`src/rtl/aes_key_expand_seq_pkg.sv`:
```
// rtl/aes_key_expand_seq_pkg.sv - shared AES-128 constants, Rcon table and FSM state type
package aes_key_expand_seq_pkg;

  localparam int AES_NR      = 10;
  localparam int AES_NK      = 4;
  localparam int AES_KEY_W   = 128;
  localparam int AES_SCHED_W = AES_KEY_W * (AES_NR + 1);

  typedef enum logic {
    S_IDLE,
    S_EXPAND
  } expand_state_t;

  // Entry 0 is unused so the table index equals the FIPS-197 round number.
  localparam logic [0:10][7:0] AES_RCON = {
    8'h00, 8'h01, 8'h02, 8'h04, 8'h08, 8'h10,
    8'h20, 8'h40, 8'h80, 8'h1b, 8'h36
  };

  function automatic logic [7:0] aes_rcon(input logic [3:0] round);
    if (round >= 4'd1 && round <= 4'd10) begin
      return AES_RCON[round];
    end
    return 8'h00;
  endfunction

  function automatic logic [31:0] rot_word(input logic [31:0] word);
    return {word[23:0], word[31:24]};
  endfunction

endpackage

```
`src/rtl/aes_key_expand_seq_if.sv`:
```
// rtl/aes_key_expand_seq_if.sv - key expansion request and round-key output bundle
interface aes_key_expand_seq_if;
  import aes_key_expand_seq_pkg::*;

  logic                   start;
  logic [AES_KEY_W-1:0]   Key;
  logic                   busy;
  logic                   done;
  logic                   rk_valid;
  logic [3:0]             rk_idx;
  logic [AES_KEY_W-1:0]   rk;
  logic [AES_SCHED_W-1:0] RoundKeys;

  modport master (
    output start, Key,
    input  busy, done, rk_valid, rk_idx, rk, RoundKeys
  );

  modport slave (
    input  start, Key,
    output busy, done, rk_valid, rk_idx, rk, RoundKeys
  );

endinterface

```
`src/rtl/aes_sbox.sv`:
```
// rtl/aes_sbox.sv - combinational AES forward S-box, one byte in, one byte out
module aes_sbox (
  input  logic [7:0] data,
  output logic [7:0] result
);

  localparam logic [0:255][7:0] SBOX = {
    8'h63, 8'h7c, 8'h77, 8'h7b, 8'hf2, 8'h6b, 8'h6f, 8'hc5, 8'h30, 8'h01, 8'h67, 8'h2b, 8'hfe, 8'hd7, 8'hab, 8'h76,
    8'hca, 8'h82, 8'hc9, 8'h7d, 8'hfa, 8'h59, 8'h47, 8'hf0, 8'had, 8'hd4, 8'ha2, 8'haf, 8'h9c, 8'ha4, 8'h72, 8'hc0,
    8'hb7, 8'hfd, 8'h93, 8'h26, 8'h36, 8'h3f, 8'hf7, 8'hcc, 8'h34, 8'ha5, 8'he5, 8'hf1, 8'h71, 8'hd8, 8'h31, 8'h15,
    8'h04, 8'hc7, 8'h23, 8'hc3, 8'h18, 8'h96, 8'h05, 8'h9a, 8'h07, 8'h12, 8'h80, 8'he2, 8'heb, 8'h27, 8'hb2, 8'h75,
    8'h09, 8'h83, 8'h2c, 8'h1a, 8'h1b, 8'h6e, 8'h5a, 8'ha0, 8'h52, 8'h3b, 8'hd6, 8'hb3, 8'h29, 8'he3, 8'h2f, 8'h84,
    8'h53, 8'hd1, 8'h00, 8'hed, 8'h20, 8'hfc, 8'hb1, 8'h5b, 8'h6a, 8'hcb, 8'hbe, 8'h39, 8'h4a, 8'h4c, 8'h58, 8'hcf,
    8'hd0, 8'hef, 8'haa, 8'hfb, 8'h43, 8'h4d, 8'h33, 8'h85, 8'h45, 8'hf9, 8'h02, 8'h7f, 8'h50, 8'h3c, 8'h9f, 8'ha8,
    8'h51, 8'ha3, 8'h40, 8'h8f, 8'h92, 8'h9d, 8'h38, 8'hf5, 8'hbc, 8'hb6, 8'hda, 8'h21, 8'h10, 8'hff, 8'hf3, 8'hd2,
    8'hcd, 8'h0c, 8'h13, 8'hec, 8'h5f, 8'h97, 8'h44, 8'h17, 8'hc4, 8'ha7, 8'h7e, 8'h3d, 8'h64, 8'h5d, 8'h19, 8'h73,
    8'h60, 8'h81, 8'h4f, 8'hdc, 8'h22, 8'h2a, 8'h90, 8'h88, 8'h46, 8'hee, 8'hb8, 8'h14, 8'hde, 8'h5e, 8'h0b, 8'hdb,
    8'he0, 8'h32, 8'h3a, 8'h0a, 8'h49, 8'h06, 8'h24, 8'h5c, 8'hc2, 8'hd3, 8'hac, 8'h62, 8'h91, 8'h95, 8'he4, 8'h79,
    8'he7, 8'hc8, 8'h37, 8'h6d, 8'h8d, 8'hd5, 8'h4e, 8'ha9, 8'h6c, 8'h56, 8'hf4, 8'hea, 8'h65, 8'h7a, 8'hae, 8'h08,
    8'hba, 8'h78, 8'h25, 8'h2e, 8'h1c, 8'ha6, 8'hb4, 8'hc6, 8'he8, 8'hdd, 8'h74, 8'h1f, 8'h4b, 8'hbd, 8'h8b, 8'h8a,
    8'h70, 8'h3e, 8'hb5, 8'h66, 8'h48, 8'h03, 8'hf6, 8'h0e, 8'h61, 8'h35, 8'h57, 8'hb9, 8'h86, 8'hc1, 8'h1d, 8'h9e,
    8'he1, 8'hf8, 8'h98, 8'h11, 8'h69, 8'hd9, 8'h8e, 8'h94, 8'h9b, 8'h1e, 8'h87, 8'he9, 8'hce, 8'h55, 8'h28, 8'hdf,
    8'h8c, 8'ha1, 8'h89, 8'h0d, 8'hbf, 8'he6, 8'h42, 8'h68, 8'h41, 8'h99, 8'h2d, 8'h0f, 8'hb0, 8'h54, 8'hbb, 8'h16
  };

  assign result = SBOX[data];

endmodule

```
`src/rtl/aes_key_expand_seq.sv`:
```
// rtl/aes_key_expand_seq.sv - iterative AES-128 key schedule, one round key per clock
// The working register doubles as the streamed round key; RoundKeys is filled slot by slot.
module aes_key_expand_seq
  import aes_key_expand_seq_pkg::*;
#(
  parameter int NR = AES_NR,
  parameter int NK = AES_NK
) (
  input  logic                 clk,
  input  logic                 rst,
  aes_key_expand_seq_if.slave  bus
);

  localparam logic [3:0] LAST_IDX = 4'(NR);

  expand_state_t              state;
  logic [3:0]                 idx;
  logic [3:0]                 idx_p1;
  logic [32*NK-1:0]           work;
  logic [128*(NR+1)-1:0]      round_keys;
  logic                       busy;
  logic                       done;
  logic                       rk_valid;

  logic [31:0]                w_cur [NK];
  logic [31:0]                w_nxt [NK];
  logic [31:0]                rot;
  logic [31:0]                sub;
  logic [31:0]                t;
  logic [32*NK-1:0]           next_key;

  assign idx_p1 = idx + 4'd1;

  always_comb begin
    for (int i = 0; i < NK; i++) begin
      w_cur[i] = work[32*(NK-1-i) +: 32];
    end
    rot = rot_word(w_cur[NK-1]);
  end

  for (genvar g = 0; g < 4; g++) begin : g_sbox
    aes_sbox u_sbox (
      .data   (rot[8*g +: 8]),
      .result (sub[8*g +: 8])
    );
  end

  // Each new word chains off the previous new word, so this is a ripple of XORs.
  always_comb begin
    t        = sub ^ {aes_rcon(idx_p1), 24'h0};
    w_nxt[0] = w_cur[0] ^ t;
    for (int i = 1; i < NK; i++) begin
      w_nxt[i] = w_nxt[i-1] ^ w_cur[i];
    end
    next_key = '0;
    for (int i = 0; i < NK; i++) begin
      next_key[32*(NK-1-i) +: 32] = w_nxt[i];
    end
  end

  always_ff @(posedge clk) begin
    if (rst) begin
      state      <= S_IDLE;
      idx        <= '0;
      work       <= '0;
      round_keys <= '0;
      busy       <= 1'b0;
      done       <= 1'b0;
      rk_valid   <= 1'b0;
    end else begin
      done <= 1'b0;
      case (state)
        S_IDLE: begin
          if (bus.start) begin
            work             <= bus.Key;
            round_keys[127:0] <= bus.Key;
            idx              <= '0;
            busy             <= 1'b1;
            rk_valid         <= 1'b1;
            state            <= S_EXPAND;
          end
        end
        S_EXPAND: begin
          if (idx == LAST_IDX) begin
            busy     <= 1'b0;
            rk_valid <= 1'b0;
            state    <= S_IDLE;
          end else begin
            work                                 <= next_key;
            round_keys[128*int'(idx_p1) +: 128]  <= next_key;
            idx                                  <= idx_p1;
            done                                 <= (idx_p1 == LAST_IDX);
          end
        end
        default: state <= S_IDLE;
      endcase
    end
  end

  assign bus.busy      = busy;
  assign bus.done      = done;
  assign bus.rk_valid  = rk_valid;
  assign bus.rk_idx    = idx;
  assign bus.rk        = work;
  assign bus.RoundKeys = round_keys;

endmodule

```
`src/flat_wrapper.sv`:
```
// flat-port wrapper written by rule: the top's interface ports become plain ports
module aes_key_expand_seq_flat import aes_key_expand_seq_pkg::*;
#(
  parameter int NR = AES_NR,
  parameter int NK = AES_NK
)
  (clk, rst, bus_start, bus_Key, bus_busy, bus_done, bus_rk_valid, bus_rk_idx, bus_rk, bus_RoundKeys);
  aes_key_expand_seq_if bus_i ();
  input  logic clk;
  input  logic rst;
  input wire logic [$bits(bus_i.start)-1:0] bus_start;
  input wire logic [$bits(bus_i.Key)-1:0] bus_Key;
  output wire logic [$bits(bus_i.busy)-1:0] bus_busy;
  output wire logic [$bits(bus_i.done)-1:0] bus_done;
  output wire logic [$bits(bus_i.rk_valid)-1:0] bus_rk_valid;
  output wire logic [$bits(bus_i.rk_idx)-1:0] bus_rk_idx;
  output wire logic [$bits(bus_i.rk)-1:0] bus_rk;
  output wire logic [$bits(bus_i.RoundKeys)-1:0] bus_RoundKeys;
  assign bus_i.start = bus_start;
  assign bus_i.Key = bus_Key;
  assign bus_busy = bus_i.busy;
  assign bus_done = bus_i.done;
  assign bus_rk_valid = bus_i.rk_valid;
  assign bus_rk_idx = bus_i.rk_idx;
  assign bus_rk = bus_i.rk;
  assign bus_RoundKeys = bus_i.RoundKeys;
  aes_key_expand_seq #(.NR(NR), .NK(NK)) u_core (.clk(clk), .rst(rst), .bus(bus_i));
endmodule
```
`config.mk`:
```
export PLATFORM = sky130hd
export DESIGN_NAME = aes_key_expand_seq_flat
export DESIGN_NICKNAME = d
export VERILOG_FILES = /design/src/rtl/aes_key_expand_seq_pkg.sv /design/src/rtl/aes_key_expand_seq_if.sv /design/src/rtl/aes_sbox.sv /design/src/rtl/aes_key_expand_seq.sv /design/src/flat_wrapper.sv
export SDC_FILE = /design/constraint.sdc
export NUM_CORES = 2
export LEC_CHECK = 0
export BUFFER_PORTS_ARGS = -buffer_cell sky130_fd_sc_hd__buf_2
export CORE_AREA = 2 2 645 647
export DETAILED_ROUTE_END_ITERATION = 10
export DIE_AREA = 0 0 647 649
export PLACE_DENSITY = 0.3
export SLEW_MARGIN = 30
export SYNTH_ARGS = -nofsm -noshare
export SYNTH_HDL_FRONTEND = slang
export SYNTH_SLANG_ARGS = --single-unit
```
`constraint.sdc`:
```
create_clock -name clk -period 6.5 [get_ports clk]
set_input_delay 0.65 -clock clk [delete_from_list [all_inputs] [get_ports clk]]
set_output_delay 0.65 -clock clk [all_outputs]
set_load 0.02 [all_outputs]
```
Yosys cells after proc, flatten, opt, wreduce, memory -nomap -nowiden
Memory sizes are Yosys's and may differ from the RTL's.
Cells that the tools add are included.
- $add $sub $neg: 2
- magnitude comparators: 7
- equality and inequality tests: 5
- shift-type cells: 2
- muxes and demuxes: 28
- bitwise operators: 12
- reductions and logical operators: 5
- operators by type and width (cell ; number):
    $bwmux W1408 ; 1
    $shift A128 B33 Y1408 const A ; 1
    $shiftx A128 B33 Y1408 ; 1
    $pmux W128 S2 ; 2
    $mux W128 ; 3
    $xor A32 B32 Y32 ; 5
    $mux W8 ; 12
    $ge A9 B9 Y1 const B ; 4
    $not A8 Y9 ; 4
    $neg A11 Y33 ; 1
    $eq A4 B4 Y1 const B ; 2
    $mux W4 ; 2
    $pmux W4 S2 ; 1
    $ne A2 B2 Y1 const B ; 3
    $reduce_and A2 Y1 ; 3
    $ge A5 B5 Y1 const B ; 1
    $mux W1 ; 5
    $not A4 Y5 ; 1
    $add A4 B1 Y4 const B ; 1
    $ge A4 B1 Y1 const B ; 1
    $le A4 B4 Y1 const B ; 1
    $pmux W1 S2 ; 2
    $reduce_or A3 Y1 ; 1
    $not A1 Y1 ; 2
    $logic_and A1 B1 Y1 ; 1
- register bits after elaboration: 1543
- bits in read-only memories: 8320
- bits of input ports: 131
- output and inout port bits: 1543
- logic and storage cells: 73
- memories kept: 5
- memories (name ; depth ; width ; rd ports ; clocked after memory_dff ; write ports ; line ; source):
    (no name shown) ; 256 ; 8 ; 1 ; 0 ; 0 ; aes_sbox.sv:26 ; assign result = SBOX[data];
    (no name shown) ; 256 ; 8 ; 1 ; 0 ; 0 ; aes_sbox.sv:26 ;
    (no name shown) ; 256 ; 8 ; 1 ; 0 ; 0 ; aes_sbox.sv:26 ;
    (no name shown) ; 256 ; 8 ; 1 ; 0 ; 0 ; aes_sbox.sv:26 ;
    (no name shown) ; 16 ; 8 ; 1 ; 0 ; 0 ; aes_key_expand_seq_pkg.sv:22 ; return AES_RCON[round];

Depth between registers and ports, before layout
- depth after elaboration: 16
- gate-level depth with buffers: 17
- mapped depth without buffers: 14

Modules after synthesis
Synthesis repeated with hierarchy kept, for this count alone.
- cell total of the unflattened synthesis: 9515
- area total of the unflattened synthesis: 72624.7 um^2
- by module, submodules not included (module ; instances ; cells each ; area an instance (um^2) ; seq. area each (um^2)):
    aes_key_expand_seq ; 1 ; 7387 ; 59757.3 ; 30889.6
    aes_sbox ; 4 ; 532 ; 3216.8 ; 0.0

Worst setup path after synthesis
No wires, ideal clock.
- path type: reg-to-reg
- start: reg u_core.work[25], in the netlist u_core.bus.rk[25]
- end: reg u_core.round_keys[1282], in the netlist u_core.bus.RoundKeys[1282]
- library setup time: 0.117 ns
- arrival: 4.142 ns
- data required time: 6.383 ns
- path slack: 2.241 ns
- cell stages (with the launch flop): 16
- path buffers: 5
- period minus slack after synthesis: 4.259 ns
- cells stage by stage: dfxtp_1 buf_2 buf_4 clkinv_1 ha_1 buf_2 clkbuf_1 inv_1 mux4_2 a211oi_1 o221ai_1 o211ai_2 xor3_1 xnor2_2 buf_4 a22o_1
- word-level cells in the longest chain between the ends: 11
- RTL lines (what ; line ; source):
    start, declared ; aes_key_expand_seq.sv:19 ; logic [32*NK-1:0] work;
    start signal, assigned ; aes_key_expand_seq.sv:75 ; work <= bus.Key;
    start signal, assigned ; aes_key_expand_seq.sv:89 ; work <= next_key;
    $not A8 Y9 (not written as such) ; aes_sbox.sv:26 ;
    $mem_v2 Z256 W8 ; n/a ;
    $mux W8 (not written as such) (2 in series) ; aes_sbox.sv:26 ;
    $xor A32 B32 Y32 ; aes_key_expand_seq.sv:50 ; t = sub ^ {aes_rcon(idx_p1), 24'h0};
    $xor A32 B32 Y32 ; aes_key_expand_seq.sv:51 ; w_nxt[0] = w_cur[0] ^ t;
    $xor A32 B32 Y32 (3 in series) ; aes_key_expand_seq.sv:53 ; w_nxt[i] = w_nxt[i-1] ^ w_cur[i];
    $shiftx A128 B33 Y1408 * ; aes_key_expand_seq.sv:90 ; round_keys[128*int'(idx_p1) +: 128] <= next_key;
    $bwmux W1408 * ; aes_key_expand_seq.sv:90 ;
    end signal, assigned by index ; aes_key_expand_seq.sv:90 ;
    end, declared ; aes_key_expand_seq.sv:20 ; logic [128*(NR+1)-1:0] round_keys;
Every way passes the cells marked *; elsewhere a longest branch is shown, timed or not. The select of a mux whose other input is x is not followed.
A chain may end at the register's enable or synchronous reset.

Final worst setup path
- start: reg u_core.work[25], in the netlist u_core.bus.rk[25]
- end: reg u_core.round_keys[228], in the netlist u_core.bus.RoundKeys[228]
Same word-level chain as after synthesis.

==> summary.txt <==
leading cell types in the layout, fill and taps excluded: buf_2, dfxtp_1, nand2_1
synth unique cells: 113
most common flop cell mapped by yosys: dfxtp_1
share of cells above drive strength 1: 27.0%
antenna violations before repair: 93
number of register bits inferred by synthesis: 1,543
Layout Area Growth over Synthesis: 32.7%
final setup violation count: 0
total count of max-transition violations in the final report: 0
Reg2Reg Depth: 13
launching element type of the critical path: flip-flop
clock latency at the later pin of the worst-skew pair: 930 ps
final routed wirelength across all metal layers: 598 mm
first-pass GRT wire length: 772 mm
maximum number of pins on one net before global-route repair: 134
synth warn: 0
FF-to-FF Start: u_core.bus.rk[25]
mean area per synthesized cell: 8.18 µm²
Syn Nets: 8,879
worst min-delay path endpoint: u_core.bus.RoundKeys[54]
Critical Path Start: u_core.bus.rk[25]
Starting Density: 17.2%
via count of the first global-routing pass: 74,000
antenna viol nets, final: 0
CTS hold repair buffers: 14
number of buffers added on ports: 1,673
vias: 76,700
Post-synth EDFFs: 0
Worst R2R Setup Slack: 840 ps
CTS sink count: 1,543
total core area: 0.413 mm²
worst r2r dst: u_core.bus.RoundKeys[228]
Max transition margin: 26.4%
routed wire length per instance: 38.0 µm
area of combinational cells with multiple inputs: 0.0374 mm²
peak ir drop on the vdd network: 0.000355 V
Critical Path Sink Type: flip-flop
all-layer global routing usage: 27.2%
slowest cell delay on critical path: 810 ps
Max Fanout on Critical Path: 25
Crit-path slowest cell: o311ai_0
critical path required time: 7300 ps
Total Power: 45,200 µW
Synth Cell Area: 0.0711 mm²
cells along the critical path: buf_4, buf_4, ha_1, nor2_1, o311ai_0, o311ai_1, o311a_1, a221o_1, a21boi_2, xor2_4, buf_4, nand3_1, a21oi_1
number of gates resized after CTS: 0
number of max-capacitance violations reported: 0
violation count after the first detailed-routing iteration: 7,085
most common cell after layout, fill and taps aside: buf_2
class of the worst hold path: in -> reg
static leakage power: 0.0383 µW
htree depth: 4
path type of the worst setup path: reg -> reg
per-cell via count in the routed design: 4.88
DRC violations left: 0
CTS Buf Count: 204
number of hold violations in the final report: 0
final critical-path share of the clock period: 87.1%
CTS tree: done
post-synthesis cell count: 8,684
data arrival time of the critical path: 6460 ps
worst-case clock buffer depth: 4
clock skew: 89.4 ps
chip width: 647 µm
row count: 236
clock transition at the register clock pins on the worst setup and hold paths after CTS: 60 ps
remaining global-route overflow: 0
Max Freq: 177 MHz
count of TritonRoute iterations in the first routing pass: 6
setup repair after global routing missed its margin: no
cell repeated most along the worst path: buf_4
part of the Yosys area used for sequential elements: 43.5%
Hold Crit Start: bus_Key[54]
area of the die: 0.420 mm²
last weighted congestion value of the routability-driven placer: 0.923
I/O pin total: 1,674
cell at the root of the clock tree: clkbuf_16
proportion of register bits with asynchronous set or reset after synthesis: 0%
Hold Path Stages: 3
Pwr per Cell Area: 479 mW/mm²
Slew @ Worst Pin: 1100 ps
run status: finished clean
Min Clock Period, post-route: 5660 ps
post-CTS setup-driven buffer insertion count: 0
Filler cells: 45,700
vertical die dimension: 649 µm
final layout net count: 10,200
dpl hpwl: 440 mm
FF/Latch Area: 0.0309 mm²
Post-Route Setup TNS: 0 ps
[per-layer routing]
metal | global-route usage [%] | wire (µm) | vias up
li1 | - | - | 33600
met1 | 31.3 | 232000 | 39300
met2 | 48.0 | 297000 | 3157
met3 | 5.85 | 39000 | 678
met4 | 12.4 | 30400 | 16
met5 | 0 | 118 | -
[kinds of logic (layout without fill, tap and decap cells)]
| group | after synthesis | count (layout) | synth area share, % |
|---|---|---|---|
| other | 0 | 45 | 0 |
| adder cells (fa/ha/maj) | 64 | 64 | 1.13 |
| XOR/XNOR | 188 | 188 | 3.00 |
| AND/OR/NAND/NOR | 3134 | 3134 | 19.9 |
| AO/OA/AOI/OAI | 2650 | 2650 | 24.4 |
| flip-flops | 1543 | 1543 | 43.5 |
| multiplexers | 102 | 102 | 2.17 |
| buffers and inverters | 1003 | 2529 | 6.01 |
[through the flow]
| stage | setup slack (ps) | utilization (%) | hold slack, ps | area, µm² | instances |
|---|---|---|---|---|---|
| 3_5_place_dp | 935 | 21.2 | 437 | 87300 | 15300 |
| 4_1_cts | 872 | 22.8 | 1.60 | 94200 | 15700 |
| 2_1_floorplan | 2240 | - | 527 | 71100 | 8684 |
| 5_1_grt | 692 | 22.8 | 49.7 | 94200 | 15700 |
| 6_report | 838 | 22.9 | 72.8 | 94300 | 15700 |
| 3_3_place_gp | 788 | 21.1 | 428 | 87100 | 15300 |
[power breakdown]
part	switching (µW)	total, µW	internal (µW)
clock	4940	11700	6780
combinational	17900	23000	5110
sequential	649	10500	9860
total	23400	45200	21700
[worst max-delay path by stage]
| stage | to | slack, ps | cells after the start |
|---|---|---|---|
| after floorplan | u_core.bus.RoundKeys[1282] | 2240 | 15 |
| after global placement | u_core.bus.RoundKeys[1156] | 790 | 13 |
| after detailed placement | u_core.bus.RoundKeys[1124] | 930 | 13 |
| after CTS | u_core.bus.RoundKeys[228] | 870 | 13 |
| after global routing | u_core.bus.RoundKeys[228] | 690 | 13 |
| final | u_core.bus.RoundKeys[228] | 840 | 13 |
[synth_stat cells (all sizes together) (24+ instances only)]
| master | number | area [µm²] |
|---|---|---|
| dfxtp | 1543 | 30900 |
| nand2 | 1285 | 4820 |
| nor2 | 755 | 2840 |
| a21oi | 705 | 3530 |
| o21ai | 674 | 3370 |
| clkbuf | 673 | 2530 |
| nand3 | 295 | 1480 |
| buf | 257 | 1470 |
| a22o | 226 | 1980 |
| a22oi | 211 | 1590 |
| nor3 | 191 | 966 |
| a211oi | 149 | 1120 |
| nor2b | 119 | 744 |
| xnor2 | 118 | 1150 |
| nand2b | 115 | 719 |
| a31oi | 98 | 613 |
| and2 | 65 | 407 |
| ha | 64 | 801 |
| inv | 59 | 221 |
| or3 | 59 | 369 |
| a311oi | 57 | 529 |
| mux2i | 46 | 460 |
| nor4 | 45 | 282 |
| o211ai | 45 | 343 |
| xor2 | 45 | 417 |
| o31ai | 43 | 337 |
| and3 | 40 | 250 |
| mux4 | 40 | 905 |
| o311ai | 39 | 349 |
| nand3b | 37 | 278 |
| a221oi | 36 | 328 |
| o21a | 34 | 255 |
| o22ai | 34 | 213 |
| a21o | 33 | 248 |
| or2 | 31 | 194 |
| o221ai | 27 | 236 |
| nand4 | 25 | 156 |
| nor3b | 25 | 204 |
| o32ai | 24 | 225 |
| xnor3 | 24 | 543 |
[registers in the layout, indices dropped and copies added, names as in the netlist]
| signal | count |
|---|---|
| u_core.bus.done | 1 |
| u_core.bus.rk_idx | 4 |
| u_core.state | 1 |
| u_core.bus.busy | 1 |
| u_core.bus.RoundKeys | 1408 |
| u_core.bus.rk | 128 |
[worst max-delay path: cells and delay by family (launching register included)]
kind	cells	cell delay [ps]
AO/OA/AOI/OAI	6	2410
XOR/XNOR	1	640
buffers and inverters	3	1070
flip-flops	1	330
adder cells (fa/ha/maj)	1	600
AND/OR/NAND/NOR	2	470
[area by class of cell]
class | count | share of cell area, %
Sequential cell | 1543 | 32.8
Timing Repair Buffer | 2091 | 12.7
Clock inverter | 58 | 0.695
Antenna cell | 45 | 0.119
Clock buffer | 307 | 6.43
Tap cell | 5474 | 7.26
Inverter | 73 | 0.306
Multi-Input combinational cell | 6138 | 39.6
Power figures use the tool's default switching activity.
